## config.mk

```make
export PLATFORM = sky130hd
export DESIGN_NAME = rf_wb_arbiter
export DESIGN_NICKNAME = d
export VERILOG_FILES = /design/src/rtl/rf_pkg.sv /design/src/rtl/rr_arbiter.sv /design/src/rtl/rf_wb_arbiter.sv
export SDC_FILE = /design/constraint.sdc
export NUM_CORES = 1
export LEC_CHECK = 0
export BUFFER_PORTS_ARGS = -buffer_cell sky130_fd_sc_hd__buf_2
export CAP_MARGIN = 0
export CORE_MARGIN = 2
export CORE_UTILIZATION = 47
export CTS_CLUSTER_SIZE = 28
export DETAILED_ROUTE_END_ITERATION = 12
export PLACE_DENSITY = 0.89
export SLEW_MARGIN = 20
export SYNTH_ARGS = -nofsm -noshare
export SYNTH_HDL_FRONTEND = slang
export SYNTH_SLANG_ARGS = --single-unit
export TNS_END_PERCENT = 5
```

## constraint.sdc

```tcl
create_clock -name clk -period 2.73 [get_ports clk]
set_clock_uncertainty 0.05 [all_clocks]
set_input_delay 0.4095 -clock clk [delete_from_list [all_inputs] [get_ports clk]]
set_output_delay 0.4095 -clock clk [all_outputs]
set_load 0.02 [all_outputs]
```

## src/rtl/rf_pkg.sv

```systemverilog
// Shared register-file types and sizing constants for the integer register
// file and its write-back path.
package rf_pkg;

  localparam int RF_ADDR_WIDTH = 5;
  localparam int RF_ADDR_COUNT = 32;
  localparam int RF_DATA_WIDTH = 32;

  typedef logic [RF_ADDR_WIDTH-1:0] rf_addr_t;
  typedef logic [RF_DATA_WIDTH-1:0] rf_data_t;

  typedef struct packed {
    rf_addr_t addr;
    rf_data_t data;
  } rf_wb_req_t;

endpackage

```

## src/rtl/rr_arbiter.sv

```systemverilog
// Round-robin arbiter: one-hot grant to the first asserted request at or
// after the pointer, with wrap-around; the pointer moves past the winner on advance.
module rr_arbiter #(
  parameter int N     = 3,
  parameter int PTR_W = (N > 1) ? $clog2(N) : 1
) (
  input  logic             clk,
  input  logic             rst_n,
  input  logic [N-1:0]     req,
  input  logic             advance,
  output logic [N-1:0]     grant,
  output logic [PTR_W-1:0] ptr
);

  logic [PTR_W-1:0] grant_idx;
  logic             found;

  // First pass looks at or above the pointer; the second pass covers the wrap.
  always_comb begin
    grant     = '0;
    grant_idx = '0;
    found     = 1'b0;
    for (int i = 0; i < N; i++) begin
      if (!found && req[i] && (PTR_W'(i) >= ptr)) begin
        found     = 1'b1;
        grant[i]  = 1'b1;
        grant_idx = PTR_W'(i);
      end
    end
    for (int i = 0; i < N; i++) begin
      if (!found && req[i]) begin
        found     = 1'b1;
        grant[i]  = 1'b1;
        grant_idx = PTR_W'(i);
      end
    end
  end

  always_ff @(posedge clk or negedge rst_n) begin
    if (!rst_n) begin
      ptr <= '0;
    end else if (advance) begin
      ptr <= (grant_idx == PTR_W'(N - 1)) ? '0 : grant_idx + 1'b1;
    end
  end

endmodule

```

## src/rtl/rf_wb_arbiter.sv

```systemverilog
// Write-back arbiter for the register file's single write port, plus the
// pending-write scoreboard that decode uses for read-after-write stalls.
module rf_wb_arbiter
  import rf_pkg::*;
#(
  parameter int NREQ       = 3,
  parameter int ADDR_WIDTH = RF_ADDR_WIDTH,
  parameter int ADDR_COUNT = RF_ADDR_COUNT,
  parameter int DATA_WIDTH = RF_DATA_WIDTH
) (
  input  logic                       clk,
  input  logic                       rst_n,
  input  logic [NREQ-1:0]            req_valid,
  input  logic [NREQ*ADDR_WIDTH-1:0] req_addr,
  input  logic [NREQ*DATA_WIDTH-1:0] req_data,
  output logic [NREQ-1:0]            req_ready,
  input  logic                       sb_set,
  input  logic [ADDR_WIDTH-1:0]      sb_set_addr,
  output logic [ADDR_COUNT-1:0]      busy,
  output logic                       rf_wen,
  output logic [ADDR_WIDTH-1:0]      rf_waddr,
  output logic [DATA_WIDTH-1:0]      rf_wdata
);

  localparam int PTR_W = (NREQ > 1) ? $clog2(NREQ) : 1;

  logic             handshake;
  logic [PTR_W-1:0] rr_ptr_unused;
  rf_wb_req_t       win;
  logic [ADDR_COUNT-1:0] busy_next;

  assign handshake = |(req_valid & req_ready);

  rr_arbiter #(
    .N (NREQ)
  ) u_rr (
    .clk     (clk),
    .rst_n   (rst_n),
    .req     (req_valid),
    .advance (handshake),
    .grant   (req_ready),
    .ptr     (rr_ptr_unused)
  );

  always_comb begin
    win = '0;
    for (int i = 0; i < NREQ; i++) begin
      if (req_ready[i]) begin
        win.addr = req_addr[i*ADDR_WIDTH +: ADDR_WIDTH];
        win.data = req_data[i*DATA_WIDTH +: DATA_WIDTH];
      end
    end
  end

  // x0 writes are accepted but never reach the register file.
  always_ff @(posedge clk or negedge rst_n) begin
    if (!rst_n) begin
      rf_wen   <= 1'b0;
      rf_waddr <= '0;
      rf_wdata <= '0;
    end else begin
      rf_wen <= handshake && (win.addr != '0);
      if (handshake) begin
        rf_waddr <= win.addr;
        rf_wdata <= win.data;
      end
    end
  end

  // Set is applied after clear so a newer producer keeps the bit busy.
  always_comb begin
    busy_next = busy;
    if (rf_wen) begin
      busy_next[rf_waddr] = 1'b0;
    end
    if (sb_set && (sb_set_addr != '0)) begin
      busy_next[sb_set_addr] = 1'b1;
    end
    busy_next[0] = 1'b0;
  end

  always_ff @(posedge clk or negedge rst_n) begin
    if (!rst_n) begin
      busy <= '0;
    end else begin
      busy <= busy_next;
    end
  end

endmodule

```

# Word level (Yosys, flattened, before mapping)
# Cells that the tools add are included.
totals:
  input_bits: 122
  reg_bits: 71
op_classes:
  order_cmp: 7
  reduce_logical: 20
  n_eq_ne: 1
  mux: 25
  n_bitwise: 4
  addsub: 1
op_table:
  columns: ["cell", "count"]
  rows:
  - ["$mux W37", 3]
  - ["$mux W32", 2]
  - ["$and A32 B32 Y32", 1]
  - ["$not A32 Y32", 1]
  - ["$or A32 B32 Y32", 1]
  - ["$mux W1", 13]
  - ["$logic_and A1 B1 Y1", 12]
  - ["$lt A5 B6 Y1 const B", 2]
  - ["$demux W1 S5", 2]
  - ["$ge A5 B1 Y1 const B", 2]
  - ["$mux W2", 5]
  - ["$reduce_bool A5 Y1", 2]
  - ["$logic_not A1 Y1", 5]
  - ["$ge A1 B2 Y1 const A", 2]
  - ["$and A3 B3 Y3", 1]
  - ["$reduce_or A3 Y1", 1]
  - ["$add A2 B1 Y2 const B", 1]
  - ["$eq A2 B2 Y1 const B", 1]
  - ["$ge A2 B2 Y1 const A", 1]

# Logic depth before layout (Yosys ltp)
logic_depth:
  depth_word: 23
  mapped_depth: 6
  depth_no_buf: 4

# By module
# A second synthesis with hierarchy kept.
hier_totals:
  cells_unflattened: 366
  hier_area_um2: 3457.1
modules_own_cells:
  columns: ["mod", "cells_per_inst", "area_each_um2", "seq_area_each_um2", "instances"]
  rows:
  - ["rf_wb_arbiter", 343, 3293.2, 1726.7, 1]
  - ["rr_arbiter", 23, 163.9, 50.0, 1]

# Least setup slack after synthesis
# Ideal clock, no wire load.
synth_timing:
  path_kind: "register to register"
  from: "register u_rr.ptr[1]"
  to: "register rf_wdata[23]"
  n_path_buf: 1
  setup_ps: 126
  path_stages_with_launch: 5
  synth_period_minus_slack_ps: 1713
  arrival_time_ps: 1537
  slack_ps: 1017
  cell_sequence: "dfrtp_1 nor2b_1 o31a_1 clkbuf_1 a221o_1"
synth_between:
  elab_chain_len: 22
  word_cells_on_any_way: 31
  cone_classes: "3 x order compare; 13 x mux; 1 x bitwise; 14 x reduce/logical"
synth_rtl:
  columns: ["item", "line", "rtl"]
  rows:
  - ["start: declaration", "rr_arbiter.sv:12", "output logic [PTR_W-1:0] ptr"]
  - ["start signal: assignment", "rr_arbiter.sv:43", "ptr <= (grant_idx == PTR_W'(N - 1)) ? '0 : grant_idx + 1'b1;"]
  - ["$ge A1 B2 Y1", "rr_arbiter.sv:24", "if (!found && req[i] && (PTR_W'(i) >= ptr)) begin"]
  - ["$logic_and A1 B1 Y1", "rr_arbiter.sv:24", null]
  - ["$mux W1", "rr_arbiter.sv:24", null]
  - ["$logic_not A1 Y1", "rr_arbiter.sv:24", null]
  - ["$logic_and A1 B1 Y1 (2 in series)", "rr_arbiter.sv:24", null]
  - ["$mux W1", "rr_arbiter.sv:24", null]
  - ["$logic_not A1 Y1", "rr_arbiter.sv:24", null]
  - ["$logic_and A1 B1 Y1 (2 in series)", "rr_arbiter.sv:24", null]
  - ["[... 5 more ...]", null, null]
  - ["$logic_and A1 B1 Y1", "rr_arbiter.sv:31", "if (!found && req[i]) begin"]
  - ["$mux W1", "rr_arbiter.sv:31", null]
  - ["$logic_not A1 Y1", "rr_arbiter.sv:31", null]
  - ["$logic_and A1 B1 Y1", "rr_arbiter.sv:31", null]
  - ["$mux W1 *", "rr_arbiter.sv:31", null]
  - ["via req_ready[2]", "rf_wb_arbiter.sv:16", "output logic [NREQ-1:0] req_ready,"]
  - ["$and A3 B3 Y3", "rf_wb_arbiter.sv:32", "assign handshake = |(req_valid & req_ready);"]
  - ["$reduce_or A3 Y1", "rf_wb_arbiter.sv:32", null]
  - ["end signal: assignment", "rf_wb_arbiter.sv:65", "rf_wdata <= win.data;"]
  - ["end: declaration", "rf_wb_arbiter.sv:22", "output logic [DATA_WIDTH-1:0] rf_wdata"]
# The timed path passes the listed nets; every way through them passes the cells marked *.
# A chain may end at the register's enable or synchronous reset.

# Worst setup path after layout
layout_timing:
  from: "register u_rr.ptr[1]"
  to: "output port req_ready[2]"
layout_between:
  elab_chain_len: 20
  word_cells_on_any_way: 23
  cone_classes: "3 x order compare; 7 x mux; 13 x reduce/logical"
layout_rtl:
  columns: ["item", "line"]
  rows:
  - ["$ge A1 B2 Y1", "rr_arbiter.sv:24"]
  - ["$logic_and A1 B1 Y1", "rr_arbiter.sv:24"]
  - ["$mux W1", "rr_arbiter.sv:24"]
  - ["$logic_not A1 Y1", "rr_arbiter.sv:24"]
  - ["$logic_and A1 B1 Y1 (2 in series)", "rr_arbiter.sv:24"]
  - ["$mux W1", "rr_arbiter.sv:24"]
  - ["$logic_not A1 Y1", "rr_arbiter.sv:24"]
  - ["$logic_and A1 B1 Y1 (2 in series)", "rr_arbiter.sv:24"]
  - ["[... 2 more ...]", null]
  - ["$logic_and A1 B1 Y1", "rr_arbiter.sv:31"]
  - ["$mux W1", "rr_arbiter.sv:31"]
  - ["$logic_not A1 Y1", "rr_arbiter.sv:31"]
  - ["$logic_and A1 B1 Y1", "rr_arbiter.sv:31"]
  - ["$mux W1", "rr_arbiter.sv:31"]
  - ["$logic_not A1 Y1", "rr_arbiter.sv:31"]
  - ["$logic_and A1 B1 Y1", "rr_arbiter.sv:31"]
  - ["$mux W1 *", "rr_arbiter.sv:31"]
  - ["end: declaration", "rf_wb_arbiter.sv:16"]
# Every way passes the cells marked *; elsewhere a longest branch is shown, timed or not.

==> results_dict.tcl <==
set metrics [dict create \
    status "complete, no violations" \
    grt_usage_pct 27.1 \
    final_area_mm2 0.00441 \
    ctsResizeCount 0 \
    crit_arrival_ns 1.80 \
    coreArea_mm2 0.00676 \
    maxCapViolCount 0 \
    drive_gt1_share_pct 46.9 \
    ys_seq_area_share_pct 54.7 \
    crit_start "u_rr.ptr[1]$_DFFE_PN0P_" \
    path_cells "nor3b_1 > o31a_1 > buf_4 > buf_2" \
    ant_nets 0 \
    htree_levels 3 \
    drv_slew 0 \
    synth_area_mm2 0.00325 \
    r2r-end "rf_wdata[2]$_DFFE_PN0P_" \
    cp_top_family "flip-flops" \
    synth_area_leaders "dfrtp_1 55%, a221o_1 11%, o21ai_0 9.9%" \
    floorplan.initialDensity_pct 48.1 \
    syn_avg_cell_area_um2 11.7 \
    rsz0062_at_grt "false" \
    synthToLayoutAreaGrowth_pct 35.8 \
    finalWirelength_um 10200 \
    clkSlewWorstSetupHoldPaths_ns 0.08 \
    fin_setup_tns_ns 0 \
    synth_seq_cells 71 \
    hold_buffers 0 \
    num_antenna_cells 0 \
    worstPathRequired_ns 2.27 \
    synth_top_family_by_area "compound AO/OA/AOI/OAI gates" \
    grt_overflow_total 0 \
    hold_path_class "in2async" \
    multi_input_area_mm2 0.00135 \
    ios 195 \
    globalplace.congestion 0.880 \
    synth-adder-area-share_pct 0 \
    die-width_um 87.1 \
    synth_nets 400 \
    synthDistinctLibCells 30 \
    routedWlPerCell_um 18.5 \
    finalPower_mw 4.01 \
    ff2ff_setup_slack_ns 0.84 \
    vias_per_cell 6.05 \
    path_buf_inv 2 \
    final_cell_mix "193 x buf_2, 71 x dfrtp_1, 64 x o21ai_0, 37 x a221o_1, 36 x a22o_1" \
    post_cts_buffers 0 \
    final_common_cell "buf_2" \
    cts_sinks 71 \
    ir_worst_vdd_mv 0.318 \
    setup_viol 0 \
    drtPass1Iterations 4 \
    seq_area_mm2 0.00178 \
    vias 3345 \
    fmax_mhz 443 \
    die_height_um 87.1 \
    crit-reg2reg-launch "u_rr.ptr[0]$_DFFE_PN0P_" \
    grt_max_degree 72 \
    fin_crit_ns 2.26 \
    synthSimpleGateAreaFrac_pct 8.05 \
    cts_tree "yes" \
    ff2ff_path_depth 5 \
    slew_headroom_pct 40.4 \
    cp-start-kind "flip-flop" \
    cts_buffers 9 \
    cp.depth 4 \
    port-buffer-count 193 \
    muxShareOfSynthArea_pct 0 \
    antenna_found_initial 0 \
    num_rows 30 \
    hpwlAfterDp_um 7400 \
    n_fill_cell 569 \
    clockBufferDepth 2 \
    cts_root_buffer "clkbuf_8" \
    synth_compound_area_share_pct 33.1 \
    yosys.area.top_type "dfrtp_1" \
    grt_pass1_wl_um 15900 \
    tightest_slew_ns 0.894 \
    clk-insertion-delay-late_ns 0.35 \
    critical-path-max-stage-delay_ns 0.44 \
    path_class "reg2out" \
    crit_fanout 10 \
    placed_area_mm2 0.00424 \
    ys.warnings.count 0 \
    grt_pass1_vias 3283 \
    drt_iter0_markers 147 \
    hold_viol 0 \
    power_density_mw_per_mm2 908 \
    p_leak_nw 2.13 \
    die_area_mm2 0.00759 \
    slowest_stage "dfrtp_1" \
    drc 0 \
    syn-instance-count 278 \
    finalCritPeriodShare_pct 82.7 \
    nets 590 \
    endpoint_kind "primary output" \
    synth_xor_xnor_area_share_pct 0 \
    yosysTopAreaCellShare_pct 54.7 \
]
==> worst max path at each step <==
stage / end / slack (ns)
6_report: req_ready[2] / 0.47
5_1_grt: req_ready[2] / 0.38
4_1_cts: req_ready[2] / 0.46
3_5_place_dp: rf_wdata[27]$_DFFE_PN0P_ / 0.72
3_3_place_gp: req_ready[1] / 0.79
2_1_floorplan: rf_wdata[23]$_DFFE_PN0P_ / 1.02
==> cell usage after synthesis <==
| cell | count |
|---|---|
| buf_4 | 1 |
| buf_6 | 6 |
| inv_1 | 1 |
| a32o_1 | 2 |
| or3_1 | 2 |
| nand3b_1 | 11 |
| a22o_1 | 36 |
| o21ai_1 | 1 |
| or3b_2 | 5 |
| o21ai_0 | 64 |
| a21o_1 | 1 |
| o311a_4 | 1 |
| buf_2 | 3 |
| nand4bb_1 | 1 |
| nor3_1 | 2 |
| or2_2 | 1 |
| nor2b_1 | 2 |
| nand3_1 | 4 |
| nor2_1 | 6 |
| clkbuf_1 | 9 |
| or4_1 | 2 |
| and2_1 | 1 |
| o31a_1 | 1 |
| buf_1 | 1 |
| a221o_1 | 37 |
| nand2_1 | 3 |
| a21boi_1 | 1 |
| nor3b_1 | 1 |
| dfrtp_1 | 71 |
| conb_1 | 1 |
==> cell type report <==
cell class / count / area share, %
repair buffers: 199 / 22.9
clock buffers: 11 / 3.20
well taps: 80 / 2.27
inverters: 1 / 0.0851
clock inverters: 5 / 0.766
multi-input cells: 186 / 30.5
flip-flops and latches: 71 / 40.3
==> layer usage <==
layer	vias to the layer above	global-route usage, %	part of all wire (%)
met5	-	0	0
met4	0	12.0	2.3
met3	20	8.06	9.9
met2	202	43.6	50
met1	1628	33.9	38
li1	1495	-	-
==> metrics by stage <==
step / hold WS [ns] / cells / setup WS, ns / util [%]
final: 0.184 / 553 / 0.472 / 65.3
after global routing: 0.226 / 553 / 0.378 / 65.3
after CTS: 0.229 / 553 / 0.464 / 65.3
after detailed placement: 0.441 / 537 / 0.716 / 62.7
after global placement: 0.433 / 537 / 0.789 / 62.7
after floorplan: 0.0639 / 278 / 1.02 / -
==> worst reg2reg max path, cell delays in order (launching register included) <==
cell	delay, ns
dfrtp_1	0.44
inv_1	0.09
a21boi_1	0.20
and2_1	0.42
buf_4	0.39
a221o_1	0.23
==> power by group <==
group | internal (mW) | leakage [nW] | switching [mW]
sequential | 1.41 | 0.837 | 0.235
combinational | 0.602 | 1.21 | 0.998
clock | 0.353 | 0.0853 | 0.406
total | 2.37 | 2.13 | 1.64
==> state kept, by name (all words and copies together), names as in the netlist <==
register and flops:
rf_wen 1, busy 31, rf_wdata 32, rf_waddr 5, u_rr.ptr 2
==> kinds of logic (layout without fill, tap and decap cells) <==
family,after synthesis,after routing
buffers and inverters,21,216
and+or+nand+nor,41,41
other,1,1
DFF,71,71
AOI/OAI and AO/OA,144,144
No activity file was read; power rests on OpenSTA's default activity.
